File: src/rtl/range_sensor_scheduler.sv
// range_sensor_scheduler
// Round-robin ping sequencer for two ultrasonic range sensors. Only one
// sensor is active at a time: trigger, wait for the echo to rise, measure
// the echo high time in clk cycles, then settle before the other channel
// fires. Each channel's last good echo width is held on dist0_o / dist1_o.
module range_sensor_scheduler #(
    parameter int COUNT_W        = 21,
    parameter int TRIG_CYCLES    = 500,
    parameter int TIMEOUT_CYCLES = 1500000,
    parameter int SETTLE_CYCLES  = 500000
) (
    input  logic               clk_i,
    input  logic               reset_i,
    input  logic               enable_i,
    input  logic [1:0]         echo_i,
    output logic [1:0]         trig_o,
    output logic [COUNT_W-1:0] dist0_o,
    output logic [COUNT_W-1:0] dist1_o,
    output logic [1:0]         valid_o,
    output logic [1:0]         timeout_o,
    output logic               busy_o
);

    // Terminal counts; each phase ends on the cycle the shared counter
    // holds its last value, so a phase lasts exactly N cycles from entry.
    localparam logic [COUNT_W-1:0] TRIG_LAST    = COUNT_W'(TRIG_CYCLES - 1);
    localparam logic [COUNT_W-1:0] TIMEOUT_LAST = COUNT_W'(TIMEOUT_CYCLES - 1);
    localparam logic [COUNT_W-1:0] SETTLE_LAST  = COUNT_W'(SETTLE_CYCLES - 1);
    localparam logic [COUNT_W-1:0] CNT_ZERO     = '0;
    localparam logic [COUNT_W-1:0] CNT_ONE      = COUNT_W'(1);

    typedef enum logic [2:0] {
        S_IDLE      = 3'd0,
        S_TRIG      = 3'd1,
        S_WAIT_RISE = 3'd2,
        S_MEASURE   = 3'd3,
        S_SETTLE    = 3'd4
    } state_e;

    state_e             state_q, state_d;
    logic [COUNT_W-1:0] cnt_q, cnt_d;
    logic               ch_q, ch_d;
    logic [1:0]         valid_q, valid_d;
    logic [1:0]         timeout_q, timeout_d;
    logic [COUNT_W-1:0] dist0_q, dist1_q;
    logic               dist_ld;

    // Echo synchroniser (two flops) followed by an edge-detect register.
    logic [1:0] sync1_q, sync2_q, echo_prev_q;

    // Per-channel views of the active sensor only; the idle sensor's echo
    // never reaches the FSM, so stray echoes cannot start a measurement.
    logic       echo_s;
    logic       echo_rise;
    logic [1:0] ch_oh;

    assign echo_s    = sync2_q[ch_q];
    assign echo_rise = sync2_q[ch_q] & ~echo_prev_q[ch_q];
    assign ch_oh     = ch_q ? 2'b10 : 2'b01;

    // Bring the asynchronous echo lines into the clk domain and keep the
    // previous synced value for edge detection.
    always_ff @(posedge clk_i or posedge reset_i) begin
        if (reset_i) begin
            sync1_q     <= 2'b00;
            sync2_q     <= 2'b00;
            echo_prev_q <= 2'b00;
        end else begin
            sync1_q     <= echo_i;
            sync2_q     <= sync1_q;
            echo_prev_q <= sync2_q;
        end
    end

    // State register together with the shared counter, channel pointer
    // and the registered result strobes.
    always_ff @(posedge clk_i or posedge reset_i) begin
        if (reset_i) begin
            state_q   <= S_IDLE;
            cnt_q     <= '0;
            ch_q      <= 1'b0;
            valid_q   <= 2'b00;
            timeout_q <= 2'b00;
        end else begin
            state_q   <= state_d;
            cnt_q     <= cnt_d;
            ch_q      <= ch_d;
            valid_q   <= valid_d;
            timeout_q <= timeout_d;
        end
    end

    // Distance holding registers; they move only when a ping completes
    // with a clean falling edge.
    always_ff @(posedge clk_i or posedge reset_i) begin
        if (reset_i) begin
            dist0_q <= '0;
            dist1_q <= '0;
        end else if (dist_ld) begin
            if (ch_q) dist1_q <= cnt_q;
            else      dist0_q <= cnt_q;
        end
    end

    // Next-state logic: phase sequencing, counter update and strobe
    // generation. The counter restarts on every phase change.
    always_comb begin
        state_d   = state_q;
        cnt_d     = cnt_q + CNT_ONE;
        ch_d      = ch_q;
        valid_d   = 2'b00;
        timeout_d = 2'b00;
        dist_ld   = 1'b0;
        unique case (state_q)
            S_IDLE: begin
                cnt_d = CNT_ZERO;
                if (enable_i) state_d = S_TRIG;
            end
            S_TRIG: begin
                if (cnt_q == TRIG_LAST) begin
                    state_d = S_WAIT_RISE;
                    cnt_d   = CNT_ZERO;
                end
            end
            S_WAIT_RISE: begin
                // The rising cycle is itself the first high cycle of the
                // echo, so the measurement starts at 1, not 0.
                if (echo_rise) begin
                    state_d = S_MEASURE;
                    cnt_d   = CNT_ONE;
                end else if (cnt_q == TIMEOUT_LAST) begin
                    state_d   = S_SETTLE;
                    cnt_d     = CNT_ZERO;
                    timeout_d = ch_oh;
                end
            end
            S_MEASURE: begin
                // Entered on a synced high, so a synced low here is the
                // falling edge. Both edges see the same sync delay.
                if (!echo_s) begin
                    state_d = S_SETTLE;
                    cnt_d   = CNT_ZERO;
                    dist_ld = 1'b1;
                    valid_d = ch_oh;
                end else if (cnt_q == TIMEOUT_LAST) begin
                    // One more high cycle would make the width reach the
                    // limit: abandon the ping and keep the old distance.
                    state_d   = S_SETTLE;
                    cnt_d     = CNT_ZERO;
                    timeout_d = ch_oh;
                end
            end
            S_SETTLE: begin
                if (cnt_q == SETTLE_LAST) begin
                    ch_d    = ~ch_q;
                    cnt_d   = CNT_ZERO;
                    state_d = enable_i ? S_TRIG : S_IDLE;
                end
            end
            default: begin
                state_d = S_IDLE;
                cnt_d   = CNT_ZERO;
            end
        endcase
    end

    // Moore outputs decoded from the registered state, so trig_o falls
    // the instant reset asserts.
    always_comb begin
        trig_o = 2'b00;
        busy_o = 1'b1;
        unique case (state_q)
            S_IDLE:  busy_o = 1'b0;
            S_TRIG:  trig_o = ch_oh;
            default: ;
        endcase
    end

    assign valid_o   = valid_q;
    assign timeout_o = timeout_q;
    assign dist0_o   = dist0_q;
    assign dist1_o   = dist1_q;

endmodule

File: config.mk
export PLATFORM = sky130hd
export DESIGN_NAME = range_sensor_scheduler
export DESIGN_NICKNAME = d
export VERILOG_FILES = /design/src/rtl/range_sensor_scheduler.sv
export SDC_FILE = /design/constraint.sdc
export NUM_CORES = 1
export LEC_CHECK = 0
export CAP_MARGIN = 25
export CORE_MARGIN = 2
export CORE_UTILIZATION = 48
export CTS_BUF_LIST = sky130_fd_sc_hd__clkbuf_4 sky130_fd_sc_hd__clkbuf_8 sky130_fd_sc_hd__clkbuf_16
export DETAILED_ROUTE_END_ITERATION = 8
export MAX_ROUTING_LAYER = met4
export PLACE_DENSITY = 0.74
export SLEW_MARGIN = 30
export SYNTH_ARGS = -nofsm -noshare
export SYNTH_HDL_FRONTEND = slang
export SYNTH_SLANG_ARGS = --single-unit
File: constraint.sdc
create_clock -name clk_i -period 2.15 [get_ports clk_i]
set_clock_uncertainty 0.05 [all_clocks]
set_input_delay 0.3225 -clock clk_i [delete_from_list [all_inputs] [get_ports clk_i]]
set_output_delay 0.3225 -clock clk_i [all_outputs]
set_load 0.03 [all_outputs]
==> out/qor.yml <==
outcome:
  outcome: "finished clean"
floorplanning:
  die-area_mm2: 0.00767
  die_width_um: 87.6
  core_region_area_mm2: 0.00679
  row_count: 30
  ios: 54
  die_y_um: 87.6
  initial_utilization: 0.494
yosys:
  top_count_cell_post_synth: "sky130_fd_sc_hd__dfrtp_1"
  ys_seq_elements: 77
  synthTopCellsByCount: "77 x sky130_fd_sc_hd__dfrtp_1, 42 x sky130_fd_sc_hd__mux2_2, 27 x sky130_fd_sc_hd__nor2_1"
  ys.warnings.count: 0
  yosysSeqAreaShare: 0.574
  yosys_top_cell_area_share: 0.574
  yosysUniqueCellTypes: 39
  postSynthNetCount: 284
  dominantRegCellSynth: "sky130_fd_sc_hd__dfrtp_1"
  synth_edf_count: 0
  synth_async_sr_flop_share: 1.00
  synthesis.area_per_instance_um2: 12.1
  synthesis.area_mm2: 0.00335
  syn_inst: 278
  synth_area_leaders: "sky130_fd_sc_hd__dfrtp_1 57%, sky130_fd_sc_hd__mux2_2 14%, sky130_fd_sc_hd__nor2_1 3.0%"
  post-synth-top-area-cell: "sky130_fd_sc_hd__dfrtp_1"
global_route:
  grt_first_pass_wirelength_mm: 11.1
  grt_antenna_before_repair: 0
  global_route.usage.total: 0.199
  first_global_vias: 2301
  maximum_number_of_pins_on_one_net_before_global_route_repair: 78
  overall_overflow_remaining_after_global_route: 0
critical_path:
  critical_path_required_ns: 2.35
  setup.worst_path.class: "reg -> reg"
  timing.critical_path.max_delay_family: "simple AND/OR/NAND/NOR gates"
  ordered_cell_list_for_the_critical_path: "or4_1 -> or4_4 -> a211oi_4 -> buf_12 -> nor2_1"
  worst-path-max-fanout: 20
  slowest_stage: "sky130_fd_sc_hd__or4_1"
  critical-path-max-stage-delay_ns: 0.55
  critical_path.n_buffers_inverters: 1
  cp.arrival_ns: 2.31
  end_kind: "flip-flop"
  timing.critical_path.from_type: "flip-flop"
cts:
  clk_path_buf_depth: 2
  cts_sinks: 77
  path_clk_slew_ns: 0.08
  clk_latency_ns: 0.36
  clock-root-buffer: "sky130_fd_sc_hd__clkbuf_8"
  cts_inserted_buffers: 9
  cts_max_level: 3
  post-cts-setup-buffer-count: 0
  tritoncts_clock_tree: "done"
routing:
  route.antenna.remaining_nets: 0
  vias_per_cell: 5.24
  routedWlPerCell_um: 14.8
  routed_wire_length_mm: 6.70
  drt_iter0_markers: 164
  detail_route.drc_violations: 0
  drt_first_pass_iters: 4
  via_count: 2374
placed_design:
  port_buffers: 53
  placed_cells: 437
  detailedPlacementHpwl_mm: 4.59
  finalWeightedCongestion: 0.897
  dpl_cell_area_mm2: 0.00418
  place_ws_ns: 0.0627
power:
  cellPowerDensity_mw_per_mm2: 855
  static-leakage-power_uw: 0.00200
  vdd.ir_drop.worst_uv: 618
timing:
  slew_headroom: 0.736
  hold_violations: 0
  finalCriticalPeriod_ns: 2.11
  max_freq_ghz: 0.474
  final_max_slew_viol_count: 0
  min_period_over_period: 0.982
  grt_setup_unrepaired: "yes"
  worstMarginPinSlew_ns: 0.396
  timing.final.setup_violations: 0
  finalWorstSetupSlack_ns: 0.0381
worst_hold_path:
  worst_hold_path_type: "reg -> reg"
cells_and_area:
  post_route_cells_drive_above_1_share: 0.277
  multiInputGateArea_mm2: 0.00135
  fillerInstances: 549
  post-route-util: 0.649
  final_design_area_no_fill_mm2: 0.00441
  antennaDiodeCount: 0
  nNetsFinal: 358
  fin_cells: 453
  layout-area-overhead-vs-synth_pct: 31.5
  seq_area_mm2: 0.00193
flow_run:
  maxCapViolations: 0
## kinds of logic (layout without fill, tap and decap cells)
family	count (synthesis)	after routing	share of synthesized area
buf+inv	24	103	0.0343
compound gates	16	16	0.0388
simple gates	96	96	0.150
mux	44	44	0.147
xor+xnor	20	20	0.0522
fa+ha+maj	1	1	0.00373
flops	77	77	0.574
## path summary, 6_finish.rpt
path	from	to	slack, ns	cells past startpoint
max in group asynchronous	reset_i	cnt_q[7]$_DFF_PP0_	1.37	3
max reg2reg	cnt_q[5]$_DFF_PP0_	cnt_q[2]$_DFF_PP0_	0.04	5
min	sync1_q[1]$_DFF_PP0_	sync2_q[1]$_DFF_PP0_	0.31	0
min in group asynchronous	reset_i	dist1_o[19]$_DFFE_PP0P_	0.37	3
max	cnt_q[5]$_DFF_PP0_	cnt_q[2]$_DFF_PP0_	0.04	5
min reg2reg	sync1_q[1]$_DFF_PP0_	sync2_q[1]$_DFF_PP0_	0.31	0
## power by group
group,internal [uW],total [uW],switching (uW)
Clock,666,1200,536
Sequential,1530,1600,68.2
Combinational,443,967,525
Total,2640,3770,1130
## flip-flops by register name, indices dropped and copies added, names as in the netlist
register     cells
dist1_o         21
cnt_q           21
dist0_o         21
valid_o          2
sync1_q          2
timeout_o        2
sync2_q          2
echo_prev_q      2
ch_q             1
state_q          3
## cell type report
| cell class | count | area share |
|---|---|---|
| multi-input cells | 177 | 0.306 |
| clock buffers | 10 | 0.0298 |
| clock inverters | 6 | 0.0196 |
| well taps | 96 | 0.0272 |
| repair buffers | 83 | 0.176 |
| flip-flops and latches | 77 | 0.437 |
| inverters | 4 | 0.00426 |
## routing by layer
layer / vias to the layer above / wire (um) / global-route usage
met5: - / 0 / -
met4: 0 / 153 / 0.0937
met3: 11 / 322 / 0.0631
met2: 59 / 3200 / 0.302
met1: 1198 / 3030 / 0.244
li1: 1106 / - / -
## per-stage QoR
step / hold WS [ns] / TNS, ns / power [uW]
floorplan: 0.281 / 0 / 2300
global placement: 0.283 / 0 / 2590
detailed placement: 0.296 / 0 / 2600
CTS: 0.313 / 0 / 3790
global route: 0.317 / -0.0913 / 3950
finish: 0.308 / 0 / 3770
## timing repair
item,CTS,global route
gates resized for setup,3,4
hold endpoints to repair,0,0
setup endpoints to repair,3,23
hold buffers,0,0
pin swaps,0,2
## placed cells by master, fill, tap and decap left out, drive strengths merged, types with 4 or more instances in the layout
cell and instances:
nor4 4, nor2 27, nand4 6, and3 5
nand3 7, mux2 42, buf 30, nor3 5
inv 4, clkbuf 10, nor2b 4, nand2 18
clkdlybuf4s50 50, xnor2 10, dfrtp 77, xor2 10
nor4b 4
(Power assumes the default switching activity.)
